## src/rtl/hex_pkg.sv

```systemverilog
// hex_pkg: shared seven-segment definitions for the hex counter display path.
//   - segment bit order (a at bit 0 .. g at bit 6)
//   - active-low glyph constants SEG_0..SEG_F and SEG_BLANK
//   - seg_glyph(): nibble to glyph lookup
package hex_pkg;

  // Bit position of each segment within a 7-bit digit slice.
  typedef enum int {
    SEG_A = 0,
    SEG_B = 1,
    SEG_C = 2,
    SEG_D = 3,
    SEG_E = 4,
    SEG_F_BIT = 5,
    SEG_G = 6
  } seg_bit_e;

  // Glyphs are written {g,f,e,d,c,b,a}; a 0 lights the segment.
  localparam logic [6:0] SEG_0     = 7'b1000000;
  localparam logic [6:0] SEG_1     = 7'b1111001;
  localparam logic [6:0] SEG_2     = 7'b0100100;
  localparam logic [6:0] SEG_3     = 7'b0110000;
  localparam logic [6:0] SEG_4     = 7'b0011001;
  localparam logic [6:0] SEG_5     = 7'b0010010;
  localparam logic [6:0] SEG_6     = 7'b0000010;
  localparam logic [6:0] SEG_7     = 7'b1111000;
  localparam logic [6:0] SEG_8     = 7'b0000000;
  localparam logic [6:0] SEG_9     = 7'b0010000;
  localparam logic [6:0] SEG_A_GLYPH = 7'b0001000;
  localparam logic [6:0] SEG_B_GLYPH = 7'b0000011;  // lowercase b
  localparam logic [6:0] SEG_C_GLYPH = 7'b1000110;
  localparam logic [6:0] SEG_D_GLYPH = 7'b0100001;  // lowercase d
  localparam logic [6:0] SEG_E_GLYPH = 7'b0000110;
  localparam logic [6:0] SEG_F     = 7'b0001110;
  localparam logic [6:0] SEG_BLANK = 7'b1111111;

  function automatic logic [6:0] seg_glyph(input logic [3:0] nibble);
    logic [6:0] g;
    g = SEG_BLANK;
    case (nibble)
      4'h0: g = SEG_0;
      4'h1: g = SEG_1;
      4'h2: g = SEG_2;
      4'h3: g = SEG_3;
      4'h4: g = SEG_4;
      4'h5: g = SEG_5;
      4'h6: g = SEG_6;
      4'h7: g = SEG_7;
      4'h8: g = SEG_8;
      4'h9: g = SEG_9;
      4'hA: g = SEG_A_GLYPH;
      4'hB: g = SEG_B_GLYPH;
      4'hC: g = SEG_C_GLYPH;
      4'hD: g = SEG_D_GLYPH;
      4'hE: g = SEG_E_GLYPH;
      4'hF: g = SEG_F;
      default: g = SEG_BLANK;
    endcase
    return g;
  endfunction

endpackage

```

## src/rtl/hex7seg.sv

```systemverilog
// hex7seg: one hex digit to active-low seven-segment decode, purely combinational.
//   nibble : 4-bit digit value
//   seg    : segments {g,f,e,d,c,b,a}, 0 = lit
module hex7seg
  import hex_pkg::*;
(
  input  logic [3:0] nibble,
  output logic [6:0] seg
);

  always_comb begin
    seg = seg_glyph(nibble);
  end

endmodule

```

## src/rtl/hex_counter_n.sv

```systemverilog
// hex_counter_n: up/down counter with synchronous load, wrap or saturate at a
// programmable modulus, and active-low seven-segment decode of every digit.
//   clock      : rising-edge clock
//   clear      : asynchronous active-high reset, count -> 0
//   enable     : count enable
//   up         : 1 = increment, 0 = decrement
//   load       : synchronous load strobe (clamped to MODULUS-1)
//   load_value : value to load
//   count      : registered count
//   tc         : terminal count, combinational, cascades into next enable
//   hex        : DIGITS x 7 segment outputs, digit 0 in hex[6:0]
module hex_counter_n
  import hex_pkg::*;
#(
  parameter int              WIDTH    = 8,
  parameter longint unsigned MODULUS  = 64'd1 << WIDTH,
  parameter int              SATURATE = 0,
  localparam int             DIGITS   = WIDTH / 4
) (
  input  logic                  clock,
  input  logic                  clear,
  input  logic                  enable,
  input  logic                  up,
  input  logic                  load,
  input  logic [WIDTH-1:0]      load_value,
  output logic [WIDTH-1:0]      count,
  output logic                  tc,
  output logic [7*DIGITS-1:0]   hex
);

  // One extra bit so MODULUS = 2**WIDTH stays representable in the compare.
  localparam logic [WIDTH:0]   MOD_W     = (WIDTH+1)'(MODULUS);
  localparam logic [WIDTH-1:0] COUNT_MAX = WIDTH'(MODULUS - 64'd1);

  logic [WIDTH-1:0] count_q;
  logic [WIDTH-1:0] count_d;
  logic             at_max;
  logic             at_zero;
  logic             load_in_range;

  assign at_max        = (count_q == COUNT_MAX);
  assign at_zero       = (count_q == '0);
  assign load_in_range = ({1'b0, load_value} < MOD_W);

  always_comb begin
    count_d = count_q;
    if (load) begin
      count_d = load_in_range ? load_value : COUNT_MAX;
    end else if (enable) begin
      if (up) begin
        if (!at_max)            count_d = count_q + 1'b1;
        else if (SATURATE == 0) count_d = '0;
      end else begin
        if (!at_zero)           count_d = count_q - 1'b1;
        else if (SATURATE == 0) count_d = COUNT_MAX;
      end
    end
  end

  always_ff @(posedge clock or posedge clear) begin
    if (clear) count_q <= '0;
    else       count_q <= count_d;
  end

  assign count = count_q;

  // Reported at the range end even when saturating, so cascades still see it.
  assign tc = enable & ~load & (up ? at_max : at_zero);

  for (genvar k = 0; k < DIGITS; k++) begin : g_digit
    hex7seg u_hex7seg (
      .nibble (count_q[4*k +: 4]),
      .seg    (hex[7*k +: 7])
    );
  end

endmodule

```

## config.mk

```make
export PLATFORM = sky130hd
export DESIGN_NAME = hex_counter_n
export DESIGN_NICKNAME = d
export VERILOG_FILES = /design/src/rtl/hex_pkg.sv /design/src/rtl/hex7seg.sv /design/src/rtl/hex_counter_n.sv
export SDC_FILE = /design/constraint.sdc
export NUM_CORES = 1
export LEC_CHECK = 0
export CORE_MARGIN = 2
export CORE_UTILIZATION = 40
export CTS_BUF_LIST = sky130_fd_sc_hd__clkbuf_8 sky130_fd_sc_hd__clkbuf_16
export CTS_CLUSTER_DIAMETER = 120
export DETAILED_ROUTE_END_ITERATION = 10
export PLACE_DENSITY = 0.76
export SLEW_MARGIN = 20
export SYNTH_ARGS = -nofsm -noshare
export SYNTH_HDL_FRONTEND = slang
export SYNTH_SLANG_ARGS = --single-unit
```

## constraint.sdc

```tcl
create_clock -name clock -period 2.5 [get_ports clock]
set_input_delay 0.75 -clock clock [delete_from_list [all_inputs] [get_ports clock]]
set_output_delay 0.75 -clock clock [all_outputs]
set_load 0.01 [all_outputs]
```

==> results of run 1 <==
## kinds of logic (layout without fill, tap and decap cells)
kind of cell | count (synthesis) | after routing
adder cells (fa/ha/maj) | 12 | 12
flip-flops | 8 | 8
buffers and inverters | 24 | 94
multiplexers | 9 | 9
XOR/XNOR | 3 | 3
AO/OA/AOI/OAI | 51 | 51
AND/OR/NAND/NOR | 58 | 58
## layout by cell type (no fill, tap or decap), types with 3 or more instances in the layout
master           instances
clkdlybuf4s50_1         19
a21oi_1                 17
nor2b_1                  4
inv_2                    5
ha_1                     7
clkbuf_8                 3
o21ai_0                  9
o31ai_1                  5
nand2_1                 14
nor2_1                  13
inv_1                    4
dfrtp_1                  8
nand3_1                  5
dlygate4sd2_1           10
mux2i_1                  6
ha_2                     4
buf_4                   45
## synthesized netlist by cell type (2+ instances only)
cell type,number,area [um2]
and2_1,2,12.5
o211ai_1,2,15.0
a21oi_1,17,85.1
nand4_1,2,12.5
nor2b_1,4,25.0
a31oi_1,2,12.5
nand2_1,14,52.6
mux2i_1,6,60.1
buf_1,2,7.51
nand3_1,5,25.0
clkbuf_1,3,11.3
nor3_1,3,15.0
nor2_1,15,56.3
a22o_1,2,17.5
o22ai_1,2,12.5
buf_2,3,15.0
o21ai_0,11,55.1
clkinv_1,3,11.3
mux4_2,2,45.0
xnor2_1,2,17.5
buf_6,2,22.5
nand2b_1,2,12.5
o31ai_1,5,37.5
inv_1,8,30.0
a22oi_1,2,15.0
dfrtp_1,8,200
ha_1,12,150
## stage by stage
stage	total power [mW]	worst slack [ns]	instance area [um2]
floorplan	0.439	0.0601	1270
global placement	0.675	-0.396	1870
detailed placement	0.684	-0.427	1870
CTS	0.821	-0.0508	1920
global route	0.897	-0.0710	1960
finish	0.839	0.0210	1960
## report_power, final
group / switching, mW / internal (mW) / leakage [nW]
registers: 0.0205 / 0.144 / 0.0935
clock network: 0.0493 / 0.104 / 0.0216
logic: 0.248 / 0.273 / 0.774
## per-layer routing
metal / track usage, % / part of all wire [%] / up-vias
li1: - / - / 737
met3: 1.07 / 4.9 / 9
met2: 32.6 / 46 / 54
met1: 33.1 / 48 / 711
met4: 7.14 / 1.3 / 0
met5: 0 / 0 / -
## area by class of cell
class / instances / area, um2
fill: 292 / 1100
multi-input combinational: 133 / 961
timing repair buffer: 80 / 658
sequential: 8 / 200
tap: 44 / 55.1
clock buffer: 3 / 41.3
inverter: 11 / 41.3
## worst paths after layout
path                           from        to  slack [ns]  cells past startpoint
hold / removal                clear  count[4]        0.77                      2
hold reg to reg            count[6]  count[6]        0.79                      3
setup / recovery           count[4]        tc        0.02                      7
setup reg to reg           count[0]  count[5]        0.43                      6
min in group clock         count[6]  count[6]        0.79                      3
max in group asynchronous     clear  count[3]        1.50                      2
## timing repair
item                       CTS  global route
buffers inserted             3             2
pin swaps                    0             1
gates resized for setup     35            16
setup endpoints to repair   15             7
gates cloned                 0             0
==> flow_metrics.env, run 1 <==
export IMPL_synth_top_family_by_area="compound AO/OA/AOI/OAI gates"
export IMPL_fin_crit_sh_pct=99.2
export IMPL_seq_area_frac_synth_pct=15.7
export IMPL_viasPerCell=5.42
export IMPL_first_pass_iters=4
export IMPL_port_buffers=35
export IMPL_crit_chain="ha_2 -> nand4_1 -> nor3_2 -> nand2_1 -> o21ai_1 -> and2_1 -> buf_2"
export IMPL_grt_total_usage_pct=21.6
export IMPL_clk_pin_slew_ns=0.04
export IMPL_hpwlAfterDp_um=2930
export IMPL_status="complete, no violations"
export IMPL_clock_sinks=8
export IMPL_ys_flop_type="dfrtp_1"
export IMPL_power_per_cell_area_nw_per_um2=429
export IMPL_finalSetupViolations=0
export IMPL_layout_min_cycle_time_ns=2.48
export IMPL_synthCells=165
export IMPL_clock_latency_ns=0.23
export IMPL_crit_fanout=4
export IMPL_maxCapViolCount=0
export IMPL_ir_drop_mv=0.257
export IMPL_synthAdderAreaFrac_pct=11.8
export IMPL_die_w_um=60.5
export IMPL_synth_edf_count=0
export IMPL_p_leak_nw=0.889
export IMPL_yosysWarnings=0
export IMPL_hold_path_class="in -> async"
export IMPL_muxShareOfSynthArea_pct=9.13
export IMPL_critPathSlowestCell="dfrtp_1"
export IMPL_ctsHoldBuffers=0
export IMPL_cts_tree="built"
export IMPL_insertedDiodeCount=0
export IMPL_rsz0062_at_grt="yes"
export IMPL_drc_errors=0
export IMPL_post_route_util_pct=64.1
export IMPL_finClkSkew_ns=0.00123
export IMPL_grt_ovfl_total=0
export IMPL_grt_max_degree=18
export IMPL_hold_viol_final=0
export IMPL_routed_via_count=1511
export IMPL_place_inst=271
export IMPL_detail_route_antenna_nets=0
export IMPL_grt_pass1_wl_um=6060
export IMPL_wl_per_cell_um=13.9
export IMPL_layout_nets=262
export IMPL_setup_worst_path_start_class="flop"
export IMPL_rows=20
export IMPL_cts_made_buffers=3
export IMPL_slowest_delay_ns=0.45
export IMPL_area_growth_pct=53.5
export IMPL_worstSetupPathType="reg -> out"
export IMPL_worstPathArrival_ns=1.73
export IMPL_worst_pin_slew_ns=0.344
export IMPL_drtIter0Drc=49
export IMPL_cp_num_buf_inv=1
export IMPL_whs_ns=0.767
export IMPL_syn_area_um2=1270
export IMPL_ys_types=51
export IMPL_final_layout_size_suffix_gt1_share_pct=32.3
export IMPL_largest_reg_flops=8
export IMPL_async_flop_share_pct=100
export IMPL_ys_seq_elements=8
export IMPL_final_setup_tns_ns=0
export IMPL_drt_total_wl_um=3870
export IMPL_crit_family="simple AND/OR/NAND/NOR gates"
export IMPL_cts_root_buf="clkbuf_8"
export IMPL_initial_core_util_pct=41.8
export IMPL_worstPathRequired_ns=1.75
export IMPL_synth_xor_area_share_pct=2.06
export IMPL_fp_dieH_um=60.5
export IMPL_io_pins=36
export IMPL_gp_congestion=0.865
export IMPL_cts_buffer_depth=2
export IMPL_core_area_um2=3050
export IMPL_max_freq_mhz=403
export IMPL_endpoint_kind="primary output"
export IMPL_final_cells=279
export IMPL_grt_pass1_vias=1278
export IMPL_synth_compound_gate_area_share_pct=25.0
export IMPL_synth_nets=190
export IMPL_slew_headroom_pct=77.1
export IMPL_grt_antenna_before_repair=0
export IMPL_die_area_um2=3650
export IMPL_htreeDepth=1
export IMPL_drv_slew=0
export IMPL_synth_simple_area_share_pct=24.4
export IMPL_synth_area_per_cell_um2=7.73
Note: power is estimated with default switching activity, not from simulation.
==> run 2: changes to the inputs <==
- MAX_ROUTING_LAYER: unset -> met4
- TNS_END_PERCENT: unset -> 50
==> run 2 against run 1 <==
  * Cell count down 0.36%
  * Critical path depth decreased by 2
  * Worst hold slack hardly changed
  * Register-to-register slack is essentially flat
  * Utilization shrank 0.25 points
  * Wire length down 0.70%
  * Clock-buffer cell count did not move
  * Die area did not move
  * Worst setup slack better by 0.0065 ns
  * Clock skew hardly changed
==> flow_metrics.env, run 2 (synthesized netlist as in run 1, its figures left out) <==
export IMPL_drv_slew=0
export IMPL_r2r_slack_ns=0.43
export IMPL_hpwlAfterDp_um=2930
export IMPL_place_inst=271
export IMPL_slowest_delay_ns=0.47
export IMPL_largest_reg_flops=8
export IMPL_grt_pass1_wl_um=6040
export IMPL_hold_path_class="in -> async"
export IMPL_total_power_mw=0.832
export IMPL_final_common_cell="buf_4"
export IMPL_area_growth_pct=52.9
export IMPL_core_area_um2=3050
export IMPL_reg2reg_depth=6
export IMPL_max_freq_mhz=404
export IMPL_port_buffers=35
export IMPL_gp_congestion=0.879
export IMPL_viasPerCell=5.36
export IMPL_endpoint_kind="primary output"
export IMPL_layout_min_cycle_time_ns=2.47
export IMPL_drtIter0Drc=47
export IMPL_ir_drop_mv=0.255
export IMPL_final_cells=278
export IMPL_cts_root_buf="clkbuf_8"
export IMPL_final_layout_size_suffix_gt1_share_pct=32.1
export IMPL_r2r_end="count[5]"
export IMPL_routed_via_count=1490
export IMPL_maxCapViolCount=0
export IMPL_crit_fanout=8
export IMPL_power_per_cell_area_nw_per_um2=427
export IMPL_grt_total_usage_pct=22.3
export IMPL_cts_tree="built"
export IMPL_grt_ovfl_total=0
export IMPL_r2r_start="count[0]"
export IMPL_worst_pin_slew_ns=0.340
export IMPL_grt_pass1_vias=1275
export IMPL_layout_nets=261
export IMPL_cts_made_buffers=3
export IMPL_slew_headroom_pct=77.3
export IMPL_drc_errors=0
export IMPL_setup_worst_path_start_class="flop"
export IMPL_fillCellCount=293
export IMPL_finClkSkew_ns=0.00126
export IMPL_insertedDiodeCount=0
export IMPL_worstPathArrival_ns=1.72
export IMPL_finalSetupViolations=0
export IMPL_postLayoutSetupSlackWorst_ns=0.0276
export IMPL_first_pass_iters=4
export IMPL_cts_buffer_depth=2
export IMPL_io_pins=36
export IMPL_setup_worst_path_start="count[5]"
export IMPL_detail_route_antenna_nets=0
export IMPL_post_place_ws_ns=-0.427
export IMPL_die_area_um2=3650
export IMPL_die_w_um=60.5
export IMPL_clock_latency_ns=0.23
export IMPL_crit_family="multiplexers"
export IMPL_grt_antenna_before_repair=0
export IMPL_final_seq_area_um2=200
export IMPL_initial_core_util_pct=41.8
export IMPL_clock_sinks=8
export IMPL_multiInputGateArea_um2=961
export IMPL_cp_num_buf_inv=3
export IMPL_grt_max_degree=18
export IMPL_wl_per_cell_um=13.8
export IMPL_cpMostUsedCell="buf_4"
export IMPL_fp_dieH_um=60.5
export IMPL_final_cell_mix="buf_4, clkdlybuf4s50_1, a21oi_1, nand2_1, nor2_1"
export IMPL_status="complete, no violations"
export IMPL_p_leak_nw=0.885
export IMPL_clk_pin_slew_ns=0.04
export IMPL_fin_crit_sh_pct=98.9
export IMPL_worstSetupPathType="reg -> out"
export IMPL_hold_viol_final=0
export IMPL_rows=20
export IMPL_drt_total_wl_um=3840
export IMPL_htreeDepth=1
export IMPL_crit_chain="buf_4 -> buf_4 -> ha_1 -> mux4_2 -> buf_6"
export IMPL_post_route_util_pct=63.9
export IMPL_critPathSlowestCell="mux4_2"
export IMPL_rsz0062_at_grt="yes"
export IMPL_worstPathRequired_ns=1.75
## run 2: worst max path at each step
stage,end,slack [ns],cells after the start
4_1_cts,tc,-0.05,5
3_5_place_dp,tc,-0.43,5
3_3_place_gp,tc,-0.40,5
5_1_grt,tc,-0.08,8
2_1_floorplan,tc,0.06,7
6_report,hex[10],0.03,5
## run 2: where the power goes
part / internal (mW) / total (mW) / switching (mW)
Combinational: 0.268 / 0.513 / 0.245
Sequential: 0.144 / 0.166 / 0.0215
Clock: 0.104 / 0.153 / 0.0493
## run 2: stage by stage
step / area (um2) / setup TNS, ns / hold slack (ns)
after floorplan: 1270 / 0 / 0.566
after global placement: 1870 / -0.553 / 0.775
after detailed placement: 1870 / -0.673 / 0.783
after CTS: 1920 / -0.0508 / 0.778
after global routing: 1950 / -0.0756 / 0.799
final: 1950 / 0 / 0.766
## run 2: layer usage
metal / global-route usage, % / routed length, um
met3: 1.07 / 189
met5: - / 0
met2: 32.6 / 1800
met1: 32.9 / 1810
met4: 7.14 / 48
## run 2: final cells by class
cell class                 count  area share [%]
tap                           44            2.82
multi-input combinational    133            49.3
inverter                      11            2.18
clock buffer                   3            2.12
timing repair buffer          79            33.3
sequential                     8            10.3
## run 2: worst register-to-register path, stage by stage (launching register included)
cell,delay [ns]
dfrtp_1,0.41
buf_4,0.16
buf_4,0.14
or4_4,0.50
or3_1,0.32
a311oi_1,0.32
a21bo_1,0.16
## run 2: what timing repair did
item | in CTS | in global routing
setup endpoints to repair | 15 | 7
gates resized for setup | 36 | 14
hold buffers | 0 | 0
cloned | 0 | 0
setup buffers | 2 | 2
pin swaps | 0 | 1
==> run 3: changes to the inputs <==
- REMOVE_ABC_BUFFERS: unset -> 1
==> run 3 against run 2 <==
  * Worst setup slack got worse by 0.0023 ns
  * Sequential share of layout area fell by 0.17 points
  * Worst hold slack improved by 0.013 ns
  * Largest power group unchanged
  * Via count rose by 3.8%
  * First-iteration DRC count rose by 110%
  * Non-clock buffer count rose by 4
  * Highest routed layer unchanged
  * Combinational power rose by 3%
==> flow_metrics.env, run 3 (synthesized netlist as in run 1, its figures left out) <==
export IMPL_status="complete, no violations"
export IMPL_max_freq_mhz=404
export IMPL_drc_errors=0
export IMPL_fillCellCount=284
export IMPL_crit_fanout=3
export IMPL_crit_family="simple AND/OR/NAND/NOR gates"
export IMPL_ir_drop_mv=0.217
export IMPL_worstPathRequired_ns=1.75
export IMPL_crit_chain="buf_6 -> ha_4 -> nand4_1 -> nor3_2 -> nand2_1 -> o21ai_1 -> and2_1 -> buf_2"
export IMPL_final_layout_size_suffix_gt1_share_pct=31.1
export IMPL_area_growth_pct=55.4
export IMPL_rsz0062_at_grt="yes"
export IMPL_critPathSlowestCell="dfrtp_1"
export IMPL_cts_buffer_depth=2
export IMPL_cts_made_buffers=3
export IMPL_worstSetupPathType="reg -> out"
export IMPL_final_common_cell="buf_4"
export IMPL_p_leak_nw=0.914
export IMPL_gp_congestion=0.858
export IMPL_hold_viol_final=0
export IMPL_grt_pass1_vias=1449
export IMPL_core_area_um2=3050
export IMPL_drt_total_wl_um=4030
export IMPL_power_per_cell_area_nw_per_um2=431
export IMPL_endpoint_kind="primary output"
export IMPL_grt_pass1_wl_um=6620
export IMPL_rows=20
export IMPL_slew_headroom_pct=73.3
export IMPL_first_pass_iters=4
export IMPL_cp_num_buf_inv=2
export IMPL_layout_nets=265
export IMPL_ctsHoldBuffers=0
export IMPL_layout_min_cycle_time_ns=2.47
export IMPL_grt_total_usage_pct=24.6
export IMPL_drtIter0Drc=100
export IMPL_detail_route_antenna_nets=0
export IMPL_clk_pin_slew_ns=0.05
export IMPL_clock_sinks=8
export IMPL_die_w_um=60.5
export IMPL_initial_core_util_pct=41.8
export IMPL_hpwlAfterDp_um=2980
export IMPL_worstPathArrival_ns=1.72
export IMPL_setup_worst_path_start_class="flop"
export IMPL_setup_worst_path_start="count[0]"
export IMPL_maxCapViolCount=0
export IMPL_final_cell_mix="buf_4, clkdlybuf4s50_1, a21oi_1, nor2_1, nand2_1"
export IMPL_grt_antenna_before_repair=0
export IMPL_finalSetupViolations=0
export IMPL_insertedDiodeCount=0
export IMPL_cts_tree="built"
export IMPL_io_pins=36
export IMPL_finClkSkew_ns=0.00525
export IMPL_clock_latency_ns=0.24
export IMPL_worst_pin_slew_ns=0.401
export IMPL_place_inst=274
export IMPL_slowest_delay_ns=0.39
export IMPL_hold_path_class="in -> async"
export IMPL_grt_max_degree=18
export IMPL_wl_per_cell_um=14.3
export IMPL_port_buffers=35
export IMPL_cts_root_buf="clkbuf_8"
export IMPL_htreeDepth=1
export IMPL_largest_reg_flops=8
export IMPL_routed_via_count=1546
export IMPL_drv_slew=0
export IMPL_r2r_start="count[0]"
export IMPL_viasPerCell=5.48
export IMPL_fin_crit_sh_pct=99.0
export IMPL_grt_ovfl_total=0
export IMPL_final_cells=282
export IMPL_die_area_um2=3650
export IMPL_final_setup_tns_ns=0
export IMPL_fp_dieH_um=60.5
## run 3: routing by layer
metal	vias to the layer above	wire length (um)	global-route usage, %
met1	717	1700	30.9
met5	-	0	-
met4	0	81	8.07
li1	748	-	-
met3	8	229	3.41
met2	73	2010	41.0
## run 3: cell type report
type | count | area [um2] | share of cell area [%]
inverter | 11 | 41.3 | 2.08
sequential | 8 | 200 | 10.1
clock buffer | 3 | 41.3 | 2.08
multi-input combinational | 133 | 963 | 48.6
tap | 44 | 55.1 | 2.78
timing repair buffer | 83 | 681 | 34.3
## run 3: final timing paths
| kind | cells after the start | slack (ns) | to |
|---|---|---|---|
| setup / recovery | 8 | 0.03 | tc |
| hold / removal | 2 | 0.78 | count[2] |
| setup reg to reg | 6 | 0.47 | count[5] |
| hold reg to reg | 3 | 0.79 | count[2] |
| max in group asynchronous | 2 | 1.46 | count[5] |
| min in group clock | 3 | 0.79 | count[2] |
## run 3: repair_timing
item                       in CTS  in global routing
setup buffers                   2                  3
gates resized for setup        26                 16
setup endpoints to repair      15                  9
pin swaps                       0                  4
## run 3: through the flow
stage / hold WS, ns / cell area, um2 / setup slack [ns] / power (mW) / util (%)
floorplan: 0.566 / 1160 / 0.134 / 0.404 / -
global placement: 0.747 / 1890 / -0.349 / 0.683 / 62.0
detailed placement: 0.758 / 1890 / -0.361 / 0.692 / 62.0
CTS: 0.778 / 1940 / -0.114 / 0.838 / 63.4
global route: 0.812 / 1980 / -0.0867 / 0.918 / 64.9
finish: 0.779 / 1980 / 0.0252 / 0.854 / 64.9
## run 3: where the power goes
part	internal, mW	switching [mW]	leakage, nW
logic	0.277	0.249	0.799
clock network	0.105	0.0592	0.0216
registers	0.144	0.0189	0.0935
